--- src/rtl/add_result_display.sv ---
`default_nettype none
// ============================================================================
// Module   : add_result_display
// Brief    : Captures 4-bit adder operands/results and scans them onto a
//            4-digit common-anode 7-segment display; overflow makes digit1 blink.
// Revision : 1.0 - initial release
// ============================================================================
module add_result_display #(
    parameter int SCAN_DIV    = 50000,
    parameter int BLINK_TICKS = 250
) (
    input  logic       clk,
    input  logic       rst_n,
    input  logic       load,
    input  logic [3:0] A,
    input  logic [3:0] B,
    input  logic [3:0] S,
    input  logic       Cout,
    output logic [6:0] seg,
    output logic       dp,
    output logic [3:0] an,
    output logic       shown
);

    localparam int c_scan_w  = (SCAN_DIV > 1) ? $clog2(SCAN_DIV) : 1;
    localparam int c_blink_w = (BLINK_TICKS > 1) ? $clog2(BLINK_TICKS) : 1;

    localparam logic [c_scan_w-1:0]  c_scan_last  = c_scan_w'(SCAN_DIV - 1);
    localparam logic [c_scan_w-1:0]  c_scan_one   = c_scan_w'(1);
    localparam logic [c_blink_w-1:0] c_blink_last = c_blink_w'(BLINK_TICKS - 1);
    localparam logic [c_blink_w-1:0] c_blink_one  = c_blink_w'(1);

    logic [3:0]           r_a;
    logic [3:0]           r_b;
    logic [3:0]           r_s;
    logic                 r_cout;
    logic                 r_shown;
    logic [c_scan_w-1:0]  r_scan;
    logic [1:0]           r_idx;
    logic [c_blink_w-1:0] r_blink;
    logic                 r_phase_on;
    logic [6:0]           r_seg;
    logic                 r_dp;
    logic [3:0]           r_an;

    logic                 w_tick;
    logic [3:0]           w_nib;
    logic [6:0]           w_font;
    logic [6:0]           w_seg_next;
    logic                 w_dp_next;
    logic [3:0]           w_an_next;

    assign w_tick = r_shown && (r_scan == c_scan_last);

    always_ff @(posedge clk or negedge rst_n) begin
        if (!rst_n) begin
            r_a     <= 4'd0;
            r_b     <= 4'd0;
            r_s     <= 4'd0;
            r_cout  <= 1'b0;
            r_shown <= 1'b0;
        end else if (load) begin
            r_a     <= A;
            r_b     <= B;
            r_s     <= S;
            r_cout  <= Cout;
            r_shown <= 1'b1;
        end
    end

    // Scan position only advances once something has been captured.
    always_ff @(posedge clk or negedge rst_n) begin
        if (!rst_n) begin
            r_scan <= '0;
            r_idx  <= 2'd0;
        end else if (r_shown) begin
            if (w_tick) begin
                r_scan <= '0;
                r_idx  <= r_idx + 2'd1;
            end else begin
                r_scan <= r_scan + c_scan_one;
            end
        end
    end

    // A fresh capture always restarts the blink with the digit visible.
    always_ff @(posedge clk or negedge rst_n) begin
        if (!rst_n) begin
            r_blink    <= '0;
            r_phase_on <= 1'b1;
        end else if (load) begin
            r_blink    <= '0;
            r_phase_on <= 1'b1;
        end else if (w_tick) begin
            if (r_blink == c_blink_last) begin
                r_blink    <= '0;
                r_phase_on <= ~r_phase_on;
            end else begin
                r_blink <= r_blink + c_blink_one;
            end
        end
    end

    always_comb begin
        w_nib = r_s;
        case (r_idx)
            2'd0:    w_nib = r_s;
            2'd1:    w_nib = {3'b000, r_cout};
            2'd2:    w_nib = r_b;
            default: w_nib = r_a;
        endcase
    end

    always_comb begin
        w_font = 7'b1111111;
        case (w_nib)
            4'h0: w_font = 7'b1000000;
            4'h1: w_font = 7'b1111001;
            4'h2: w_font = 7'b0100100;
            4'h3: w_font = 7'b0110000;
            4'h4: w_font = 7'b0011001;
            4'h5: w_font = 7'b0010010;
            4'h6: w_font = 7'b0000010;
            4'h7: w_font = 7'b1111000;
            4'h8: w_font = 7'b0000000;
            4'h9: w_font = 7'b0010000;
            4'hA: w_font = 7'b0001000;
            4'hB: w_font = 7'b0000011;
            4'hC: w_font = 7'b1000110;
            4'hD: w_font = 7'b0100001;
            4'hE: w_font = 7'b0000110;
            default: w_font = 7'b0001110;
        endcase
    end

    always_comb begin
        w_an_next  = 4'b1111;
        w_seg_next = 7'b1111111;
        w_dp_next  = 1'b1;
        if (r_shown) begin
            w_an_next  = ~(4'b0001 << r_idx);
            w_seg_next = w_font;
            if ((r_idx == 2'd1) && r_cout) begin
                // Overflow digit: segments and dp go dark together, anode stays on.
                if (r_phase_on) begin
                    w_dp_next = 1'b0;
                end else begin
                    w_seg_next = 7'b1111111;
                end
            end
        end
    end

    always_ff @(posedge clk or negedge rst_n) begin
        if (!rst_n) begin
            r_an  <= 4'b1111;
            r_seg <= 7'b1111111;
            r_dp  <= 1'b1;
        end else begin
            r_an  <= w_an_next;
            r_seg <= w_seg_next;
            r_dp  <= w_dp_next;
        end
    end

    assign an    = r_an;
    assign seg   = r_seg;
    assign dp    = r_dp;
    assign shown = r_shown;

endmodule
`default_nettype wire

--- config.mk ---
export PLATFORM = sky130hd
export DESIGN_NAME = add_result_display
export DESIGN_NICKNAME = d
export VERILOG_FILES = /design/src/rtl/add_result_display.sv
export SDC_FILE = /design/constraint.sdc
export NUM_CORES = 1
export LEC_CHECK = 0
export BUFFER_PORTS_ARGS = -buffer_cell sky130_fd_sc_hd__buf_2
export CORE_UTILIZATION = 40
export DETAILED_ROUTE_END_ITERATION = 6
export PLACE_DENSITY = 0.69
export SETUP_SLACK_MARGIN = 0.5
export SLEW_MARGIN = 10
export SYNTH_ARGS = -nofsm -noshare
export SYNTH_HDL_FRONTEND = slang
export SYNTH_SLANG_ARGS = --single-unit
--- constraint.sdc ---
create_clock -name clk -period 5.9 [get_ports clk]
set_input_delay 0.295 -clock clk [delete_from_list [all_inputs] [get_ports clk]]
set_output_delay 0.295 -clock clk [all_outputs]
set_load 0.01 [all_outputs]
==> results of run 1 <==
-- cell type report --
type	instances	area (um^2)	share of cell area, %
Sequential cell	53	1340	44.7
Inverter	14	52.6	1.75
Clock inverter	2	10.0	0.333
Multi-Input combinational cell	169	1280	42.7
Tap cell	77	96.3	3.21
Clock buffer	6	72.6	2.42
Timing Repair Buffer	29	148	4.91
-- power groups by stage --
| stage | clock network, mW | registers [mW] | logic [mW] |
|---|---|---|---|
| after detailed placement | 0 | 0.451 | 0.152 |
| final | 0.198 | 0.445 | 0.151 |
| after CTS | 0.204 | 0.445 | 0.152 |
| after global routing | 0.220 | 0.453 | 0.174 |
| after global placement | 0 | 0.452 | 0.148 |
| after floorplan | 0 | 0.449 | 0.109 |
-- worst max-delay path: cells and delay by family, from the launching register on --
kind / cells / cell delay (ns)
compound gates: 4 / 1.03
buf+inv: 2 / 0.31
flops: 1 / 0.42
fa+ha+maj: 2 / 0.61
-- cell families after synthesis --
group,Yosys count,synth area share (%)
adder cells (fa/ha/maj),14,6.48
AND/OR/NAND/NOR,77,16.6
buffers and inverters,21,2.96
multiplexers,20,8.00
AO/OA/AOI/OAI,45,12.2
flip-flops,53,49.6
XOR/XNOR,13,4.21
-- sequential cells by signal, summed over array words and instances, names as in the netlist --
| signal | cells |
|---|---|
| an | 4 |
| dp | 1 |
| r_a | 4 |
| r_b | 4 |
| r_blink | 8 |
| r_cout | 1 |
| r_idx | 2 |
| r_phase_on | 1 |
| r_s | 4 |
| r_scan | 16 |
| seg | 7 |
| shown | 1 |
-- worst paths after layout --
kind	end	slack (ns)	cells past startpoint
setup / recovery	seg[3]	3.46	8
hold / removal	r_a[3]	0.1	2
setup reg to reg	seg[3]	3.46	8
hold reg to reg	r_scan[15]	0.47	1
max in group asynchronous	r_scan[6]	5.36	2
min in group clk	r_a[3]	0.22	2
-- layout by cell type, fill, tap and decap left out, types with 5 or more instances in the layout --
cell type / Yosys / final
nand4_1: 6 / 6
o21ai_0: 11 / 11
mux2i_1: 7 / 7
nand3_1: 6 / 6
dfstp_2: 13 / 13
buf_2: 1 / 28
xnor2_1: 11 / 11
clkbuf_8: 0 / 5
dfrtp_1: 40 / 40
inv_1: 14 / 14
ha_1: 14 / 14
nand2_1: 19 / 19
mux2_2: 12 / 12
nor2_1: 10 / 10
nor3_1: 5 / 5
-- layer usage --
layer	track usage, %	vias up	share of wire (%)
li1	-	949	-
met1	21.8	917	49
met2	24.1	47	45
met3	3.54	9	4.0
met4	5.64	0	1.5
met5	0	-	0
-- stage by stage --
stage | std cells | worst slack (ns) | utilization (%)
final | 350 | 3.46 | 46.8
after global routing | 350 | 3.27 | 46.8
after CTS | 350 | 3.50 | 46.8
after detailed placement | 342 | 3.50 | 45.5
after global placement | 342 | 3.64 | 45.5
after floorplan | 243 | 3.78 | -
==> qor.csv, run 1 <==
stage;metric;value;unit
drt;Via density;5.49;
critical_path;crit path DAT;2.67;ns
grt;GRT Total Usage;15.7;%
clock_network;# H-tree levels;2;
clock_network;Worst-path clk slew;0.09;ns
timing;slew of the pin with the lowest slew margin;0.682;ns
pwr;Max IR drop VDD;0.0813;mV
timing;FMAX;411;MHz
drt;Remaining DRCs;12;
critical_path;crit-path max FO;6;
die;full die area;7100;um^2
drt;mean routed wirelength per cell;14.6;um
timing;Slew Viols, Final;0;
grt;initial antenna violation count;0;
synth;Primary FF master, synth;dfrtp_1;
finish;# diodes;0;
timing;Setup Skew;0.00789;ns
synth;Yosys Warn Count;0;
critical_path;CP max-delay cell;o21ai_0;
synth;Syn Inst Count;243;
clock_network;buffer depth of the longest clock path;2;
hold_path;Hold Crit Class;in -> async;
synth;Syn Area/Cell;11.1;um^2
place;GPL Wtd Cong;0.853;
synth;unique cell type count in the Yosys netlist;52;
timing;endpoints failing setup;0;
synth;top cells by area, synth;dfrtp_1 37%, dfstp_2 13%, ha_1 6.5%;
timing;Sum Neg Setup Slack;0;ns
grt;vias in the first global route;1838;
synth;#FFs+latches synth;53;
drt;DR pass1 iterations;6;
critical_path;Cell Chain, Critical Path;inv_1 > ha_1 > a22oi_1 > o21ai_0 > inv_1 > ha_1 > a211o_1 > o211ai_1;
die;Die H;84.2;um
pwr;Design Power;794;uW
clock_network;post-CTS setup buffer count;0;
critical_path;Critical Path RT;6.13;ns
drt;post-route antenna net violation count;0;
synth;Seq/Total Area, Yosys;49.6;%
synth;number of synthesized flops with an enable pin;0;
timing;Hold Fails Final Rpt;0;
clock_network;hold-fix buffer count after cts;0;
pwr;Cell Int Power;556;uW
clock_network;TritonCTS Sinks;53;
clock_network;CTS tree;built;
synth;Yosys top cell area share;37.0;%
clock_network;Resized Gates After CTS;0;
finish;design area;3000;um^2
pwr;Seq pwr share;56.0;%
die;# IOs;29;
outcome;status;finished with violations;
pwr;Sw Share;29.9;%
die;core footprint;6420;um^2
outcome;failing checks;design-rule violations;
pwr;power density cells;264;nW/um^2
critical_path;CP Launch Type;flop;
finish;# fillers;576;
finish;Area Overhead vs Synth;11.1;%
pwr;Comb power frac;19.1;%
finish;layout cell share with drive strength beyond 1;25.6;%
timing;Worst Hold Slack;0.100;ns
die;starting density of the core;42.1;%
pwr;switching power of the nets;238;uW
place;Detailed Place HPWL;3640;um
die;row count;29;
critical_path;max incr delay on CP;0.56;ns
pwr;Clk pwr share;24.9;%
synth;Async S/R FF share, synth;100;%
place;# port buffers;28;
timing;Rel. slew slack;54.0;%
synth;count leader, synth;dfrtp_1;
critical_path;Worst Setup End Kind;flop;
synth;most frequent cells after synthesis;40 x dfrtp_1, 19 x nand2_1, 14 x ha_1, 14 x inv_1, 13 x dfstp_2;
synth;Synth Cell Area;2710;um^2
timing;RSZ-0062 raised after global routing;no;
drt;initial DRC count;104;
timing;Tmin final;2.44;ns
timing;Final period util;41.3;%
pwr;Pleak;1.31;nW
grt;gr ovfl total;0;
clock_network;CTS Buf Count;5;
critical_path;FF-to-FF Start;r_idx[0];
die;Die Width;84.2;um
drt;Post-Route WL;5100;um
clock_network;clock root cell;clkbuf_8;
synth;Syn Nets;273;
synth;Yosys top cell by area;dfrtp_1;
grt;first-pass GRT wire length;8830;um
grt;largest net degree at the start of global routing;54;
finish;Final Net Count;302;
critical_path;crit path from;r_idx[0];
drt;vias;1922;
critical_path;Crit Path Class;reg -> reg;
place;DP Area;2920;um^2
run;Max Cap Viol;0;
clock_network;Clk Latency, worst-skew pair;0.30;ns
Power figures use the tool's default switching activity.
==> run 2: changes to the inputs <==
- ABC_AREA: default -> 1
- clock period: 5.9 -> 2.5 ns (I/O delays scaled with it)
==> qor.csv, run 2 <==
stage;metric;value;unit;change
grt;busiest layer in global routing;met2;;
clock_network;buffer depth of the longest clock path;2;;unchanged
critical_path;Crit Path Class;reg -> reg;;
outcome;status;finished with violations;;
drt;DR pass1 iterations;5;;-1
place;Worst Setup Slack post-DPL;0.531;ns;-2.97 ns
timing;FMAX;525;MHz;+28%
timing;Worst Hold Slack;-0.0368;ns;-0.137 ns
critical_path;Critical R2R Capture;seg[6];;
timing;Sum Neg Setup Slack;0;ns;unchanged
drt;initial DRC count;107;;+2.9%
clock_network;CTS Buf Count;5;;unchanged
clock_network;clock root cell;clkbuf_8;;
critical_path;CP Launch Type;flop;;
timing;RSZ-0062 raised after global routing;no;;
grt;met1 Track Usage GR;24.5;%;+2.6 points
critical_path;crit path DAT;2.15;ns;-0.52 ns
grt;met2 GRT Util;28.3;%;+4.3 points
drt;vias;2589;;+35%
critical_path;CP max-delay cell;dfrtp_2;;
finish;Top reg by flops;r_scan;;
critical_path;reg-to-reg slack, setup;0.60;ns;-2.87 ns
finish;utilization after layout;47.1;%;+0.31 points
timing;PnR worst setup slack;0.595;ns;-2.87 ns
pwr;Pleak;1.82;nW;+40%
die;full die area;7910;um^2;+11%
synth;Yosys top cell by area;dfrtp_1;;
die;# IOs;29;;unchanged
run;Max Cap Viol;0;;unchanged
synth;Syn Area/Cell;7.52;um^2;-32%
place;Detailed Place HPWL;4650;um;+28%
pwr;power density cells;465;nW/um^2;+76%
grt;GRT Total Usage;17.6;%;+1.9 points
critical_path;Worst path top cell family by delay;flip-flops;;
synth;Yosys Warn Count;0;;unchanged
die;row count;31;;+6.9%
finish;# diodes;0;;unchanged
clock_network;Worst-path clk slew;0.11;ns;+0.02 ns
timing;Setup Skew;0.0124;ns;+0.00451 ns
pwr;Comb power frac;11.0;%;-8.1 points
synth;Async S/R FF share, synth;100;%;unchanged
timing;Tmin final;1.90;ns;-0.531 ns
grt;initial antenna violation count;0;;unchanged
die;Die H;88.9;um;+5.6%
place;dpl cells;527;;+54%
drt;Via density;4.79;;-13%
die;starting density of the core;41.5;%;-0.66 points
critical_path;Worst Setup End Kind;flop;;
die;core footprint;7290;um^2;+14%
critical_path;max incr delay on CP;0.46;ns;-0.10 ns
finish;# fillers;751;;+30%
hold_path;Hold Crit Class;in -> async;;
synth;Primary FF master, synth;dfrtp_1;;
finish;Final Net Count;470;;+56%
critical_path;buffer and inverter count on the worst path;4;;+2
synth;count leader, synth;nand2_1;;
pwr;Seq pwr share;57.9;%;+1.9 points
synth;most frequent cells after synthesis;144 x nand2_1, 53 x inv_1, 40 x dfrtp_1, 34 x nand3_1, 33 x nor2_1;;
timing;Final period util;76.2;%;+35 points
critical_path;crit path from;r_idx[0];;
pwr;Cell Int Power;1.17;mW;+110%
drt;Post-Route WL;6350;um;+25%
synth;Seq/Total Area, Yosys;44.4;%;-5.2 points
synth;Syn Inst Count;402;;+65%
critical_path;Critical Path RT;2.75;ns;-3.38 ns
grt;met3 Use GR;3.14;%;-0.40 points
pwr;Clk pwr share;31.1;%;+6.2 points
synth;top cells by area, synth;dfrtp_1 33%, nand2_1 18%, dfstp_2 11%;;
timing;Hold Fails Final Rpt;40;;+40
pwr;Max IR drop VDD;0.206;mV;+150%
critical_path;FF-to-FF Start;r_idx[0];;
critical_path;crit-path max FO;5;;-1
drt;post-route antenna net violation count;0;;unchanged
grt;gr ovfl total;0;;unchanged
synth;Yosys top cell area share;33.1;%;-3.9 points
clock_network;TritonCTS Sinks;53;;unchanged
place;GPL Wtd Cong;0.886;;+3.8%
timing;Rel. slew slack;35.0;%;-19 points
finish;most frequent cells in the layout;142 x nand2_1, 53 x inv_1, 39 x dfrtp_1;;
finish;Area Overhead vs Synth;13.6;%;
synth;Syn Nets;432;;+58%
timing;endpoints failing setup;0;;unchanged
outcome;failing checks;negative hold slack;;
clock_network;Clk Latency, worst-skew pair;0.31;ns;about the same
finish;Largest register FFs;16;;unchanged
finish;final std cells w/o fill;540;;+54%
pwr;Sw Share;26.7;%;-3.3 points
critical_path;worst r2r path cells;12;;+4
synth;Synth Cell Area;3020;um^2;+12%
clock_network;CTS tree;built;;
finish;layout cell share with drive strength beyond 1;17.5;%;-8.2 points
drt;mean routed wirelength per cell;11.8;um;-19%
synth;number of synthesized flops with an enable pin;0;;unchanged
critical_path;Cell Chain, Critical Path;inv_1 > ha_2 > nand2_1 > nand2_1 > o21ai_1 > buf_4 > inv_1 > ha_1 > inv_1 > o21ai_0 > nand2_1 > nand3_1;;
synth;#FFs+latches synth;53;;unchanged
finish;most common library cell in the layout ignoring fill and taps;nand2_1;;
timing;slew of the pin with the lowest slew margin;0.974;ns;+0.292 ns
synth;unique cell type count in the Yosys netlist;30;;-42%
drt;Remaining DRCs;0;;-12
grt;largest net degree at the start of global routing;45;;-17%
grt;vias in the first global route;2372;;+29%
clock_network;# H-tree levels;2;;unchanged
grt;first-pass GRT wire length;10800;um;+23%
pwr;switching power of the nets;427;uW;+79%
place;# port buffers;28;;unchanged
die;Die Width;88.9;um;+5.6%
timing;Slew Viols, Final;0;;unchanged
run 2: changes by cell type in the layout (fill, tap and decap cells not counted), sizes merged, moves of 10 or more:
cell,before,now
mux2,13,0
nand2,19,148
o21ai,11,21
nand3,6,34
nor2,11,39
xnor2,11,1
inv,14,53
run 2: power by group through the flow:
stage	registers, mW	logic (mW)	clock network, mW
detailed placement	0.942	0.169	0
global placement	0.941	0.166	0
CTS	0.926	0.169	0.514
finish	0.925	0.175	0.497
floorplan	0.947	0.0897	0
global route	0.931	0.203	0.545
run 2: worst register-to-register path, cell delays in order (launching register included):
cell     delay (ns)
dfrtp_2        0.46
inv_1          0.11
ha_2           0.23
nand2_1        0.06
nand2_1        0.06
o21ai_1        0.05
buf_4          0.15
inv_1          0.10
ha_1           0.16
inv_1          0.07
o21ai_0        0.22
nand2_1        0.09
nand3_1        0.08
run 2: layer usage:
| layer | up-vias | wire length, um |
|---|---|---|
| li1 | 1342 | - |
| met1 | 1181 | 3160 |
| met4 | 0 | 88 |
| met5 | - | 0 |
| met2 | 59 | 2880 |
| met3 | 7 | 230 |
run 2: metrics by stage:
step                      instance area, um^2  power, mW
after floorplan                          3020       1.04
after global placement                   3290       1.11
after detailed placement                 3290       1.11
after CTS                                3380       1.61
after global routing                     3430       1.68
final                                    3430       1.60
run 2: kinds of logic after synthesis:
family	share of synthesized area [%]
compound gates	5.88
fa+ha+maj	5.79
simple gates	35.1
flops	44.4
buf+inv	7.66
xor+xnor	1.16
run 2: how the worst max path moves through the flow:
stage	end	slack [ns]	cells after the start
finish	seg[6]	0.60	12
CTS	seg[5]	0.54	12
global placement	seg[5]	0.64	12
global route	seg[6]	0.47	12
detailed placement	seg[5]	0.53	12
floorplan	seg[5]	0.50	11
run 2: repair_timing:
item,4_1_cts,5_1_grt
hold buffers,0,1
buffers inserted,0,4
endpoints found under the hold margin,0,1
resized for setup,1,7
endpoints found under the setup margin,1,4
pin swaps,0,1
run 2: final cells by class:
class | count | area, um^2 | share of cell area, %
repair buffers | 37 | 210 | 6.12
well taps | 99 | 124 | 3.61
clock buffers | 5 | 68.8 | 2.00
flip-flops and latches | 53 | 1340 | 39.1
inverters | 54 | 203 | 5.90
clock inverters | 3 | 22.5 | 0.656
multi-input cells | 289 | 1460 | 42.6
==> run 3: changes to the inputs <==
- PLACE_DENSITY: 0.69 -> 0.71
- clock period: 2.5 -> 1.75 ns (I/O delays scaled with it)
==> qor.csv, run 3 (synthesis results as in run 2) <==
stage;metric;value;unit;change
clock_network;buffer depth of the longest clock path;2;;unchanged
critical_path;crit-path max FO;5;;unchanged
drt;Via density;5.03;;+5.0%
grt;vias in the first global route;2864;;+21%
finish;Largest register FFs;16;;unchanged
place;GPL Wtd Cong;0.860;;-2.9%
run;Max Cap Viol;0;;unchanged
place;# port buffers;28;;unchanged
grt;GRT Total Usage;21.7;%;+4.1 points
drt;initial DRC count;157;;+47%
grt;initial antenna violation count;0;;unchanged
finish;layout cell share with drive strength beyond 1;38.7;%;+21 points
timing;Slew Viols, Final;0;;unchanged
hold_path;Hold Crit Endpoint;r_b[2];;
finish;Final Net Count;523;;+11%
clock_network;clock root cell;clkbuf_8;;
die;Die H;88.9;um;unchanged
finish;most common library cell in the layout ignoring fill and taps;nand2_1;;
timing;Hold Fails Final Rpt;0;;-100%
finish;# fillers;639;;-15%
drt;post-route antenna net violation count;0;;unchanged
die;row count;31;;unchanged
drt;DR pass1 iterations;5;;unchanged
timing;RSZ-0062 raised after global routing;yes;;
timing;Rel. slew slack;64.0;%;+29 points
place;dpl cells;532;;+0.95%
critical_path;reg-to-reg slack, setup;0.005;ns;-0.59 ns
drt;mean routed wirelength per cell;14.2;um;+21%
drt;Remaining DRCs;0;;unchanged
critical_path;crit path from;r_idx[1];;
finish;most frequent cells in the layout;125 x nand2_1, 39 x inv_1, 36 x buf_4;;
finish;Top reg by flops;r_scan;;
die;starting density of the core;41.5;%;unchanged
critical_path;Critical Path RT;2.00;ns;-0.75 ns
pwr;power density cells;553;nW/um^2;+19%
timing;endpoints failing setup;0;;unchanged
pwr;Pleak;2.13;nW;+17%
die;full die area;7910;um^2;unchanged
clock_network;TritonCTS Sinks;53;;unchanged
hold_path;WHS Path Cells;4;;
critical_path;FF-to-FF Start;r_idx[1];;
critical_path;Critical R2R Capture;seg[3];;
hold_path;hold_sp;load;;
die;core footprint;7290;um^2;unchanged
finish;# diodes;0;;unchanged
clock_network;CTS tree;built;;
finish;final std cells w/o fill;593;;+9.8%
critical_path;Worst Setup End Kind;flop;;
critical_path;worst r2r path cells;11;;-1
clock_network;Worst-path clk slew;0.10;ns;about the same
timing;Tmin final;1.75;ns;-0.160 ns
grt;gr ovfl total;0;;unchanged
drt;vias;2984;;+15%
grt;largest net degree at the start of global routing;32;;-29%
hold_path;Hold Crit Class;in -> reg;;
timing;slew of the pin with the lowest slew margin;0.540;ns;-0.434 ns
die;Die Width;88.9;um;unchanged
critical_path;CP Launch Type;flop;;
clock_network;# H-tree levels;2;;unchanged
clock_network;CTS Buf Count;5;;unchanged
finish;Area Overhead vs Synth;42.4;%;
timing;FMAX;573;MHz;+9.2%
critical_path;Crit Path Class;reg -> reg;;
place;Detailed Place HPWL;4890;um;+5.1%
critical_path;crit path DAT;2.00;ns;-0.15 ns
die;# IOs;29;;unchanged
outcome;status;finished, final reports clean;;
pwr;Design Power;2.38;mW;+49%
drt;Post-Route WL;8420;um;+33%
clock_network;Clk Latency, worst-skew pair;0.31;ns;about the same
grt;first-pass GRT wire length;13200;um;+22%
timing;Final period util;99.7;%;+24 points
pwr;Max IR drop VDD;0.291;mV;+41%
timing;Setup Skew;0.0127;ns;+0.000286 ns
## run 3: metrics by stage
step	util, %	cell area [um^2]	setup TNS (ns)	hold slack, ns	setup slack, ns
after floorplan	-	3110	0	-0.208	0.178
after global placement	46.9	3420	0	0.0882	0.0931
after detailed placement	46.9	3420	0	0.0917	0.0390
after CTS	56.6	4130	0	0.188	0.106
after global routing	59.0	4310	-0.237	0.201	-0.0988
final	59.0	4310	0	0.191	0.00481
## run 3: timing repair
action	in CTS	in global routing
endpoints found under the setup margin	33	34
gates cloned	1	1
pin swaps	32	24
endpoints found under the hold margin	23	0
buffers inserted	29	8
gates resized for setup	66	37
hold buffers	14	0
## run 3: worst max-delay path by stage
stage	slack, ns	end
after floorplan	0.18	seg[0]
after global placement	0.09	seg[3]
after detailed placement	0.04	seg[3]
after CTS	0.11	seg[4]
after global routing	-0.1	seg[3]
final	0.005	seg[3]
## run 3: layout make-up
cell class	instances	area (um^2)	share of cell area (%)
clock buffers	6	72.6	1.69
clock inverters	2	13.8	0.320
inverters	54	215	5.00
multi-input cells	290	1840	42.8
flip-flops and latches	53	1350	31.4
well taps	99	124	2.88
repair buffers	89	686	15.9
## run 3: routing by layer
layer	wire (um)	track usage, %
met1	3540	27.3
met2	4280	37.8
met3	360	3.79
met4	237	7.07
met5	0	0
## run 3: where the power goes
group          switching [mW]  leakage, nW  internal [mW]
Combinational           0.200         1.44          0.150
Clock                   0.418       0.0456          0.286
Sequential             0.0289        0.644           1.30
Total                   0.647         2.13           1.73
## run 3: worst max-delay path: stages (launching register included)
cell,delay [ns]
dfrtp_2,0.48
inv_4,0.10
ha_2,0.19
nand2_1,0.09
nand3_2,0.10
nand2_4,0.09
inv_4,0.10
ha_4,0.14
inv_4,0.04
o21ai_0,0.19
nand2_1,0.09
nand3_1,0.08
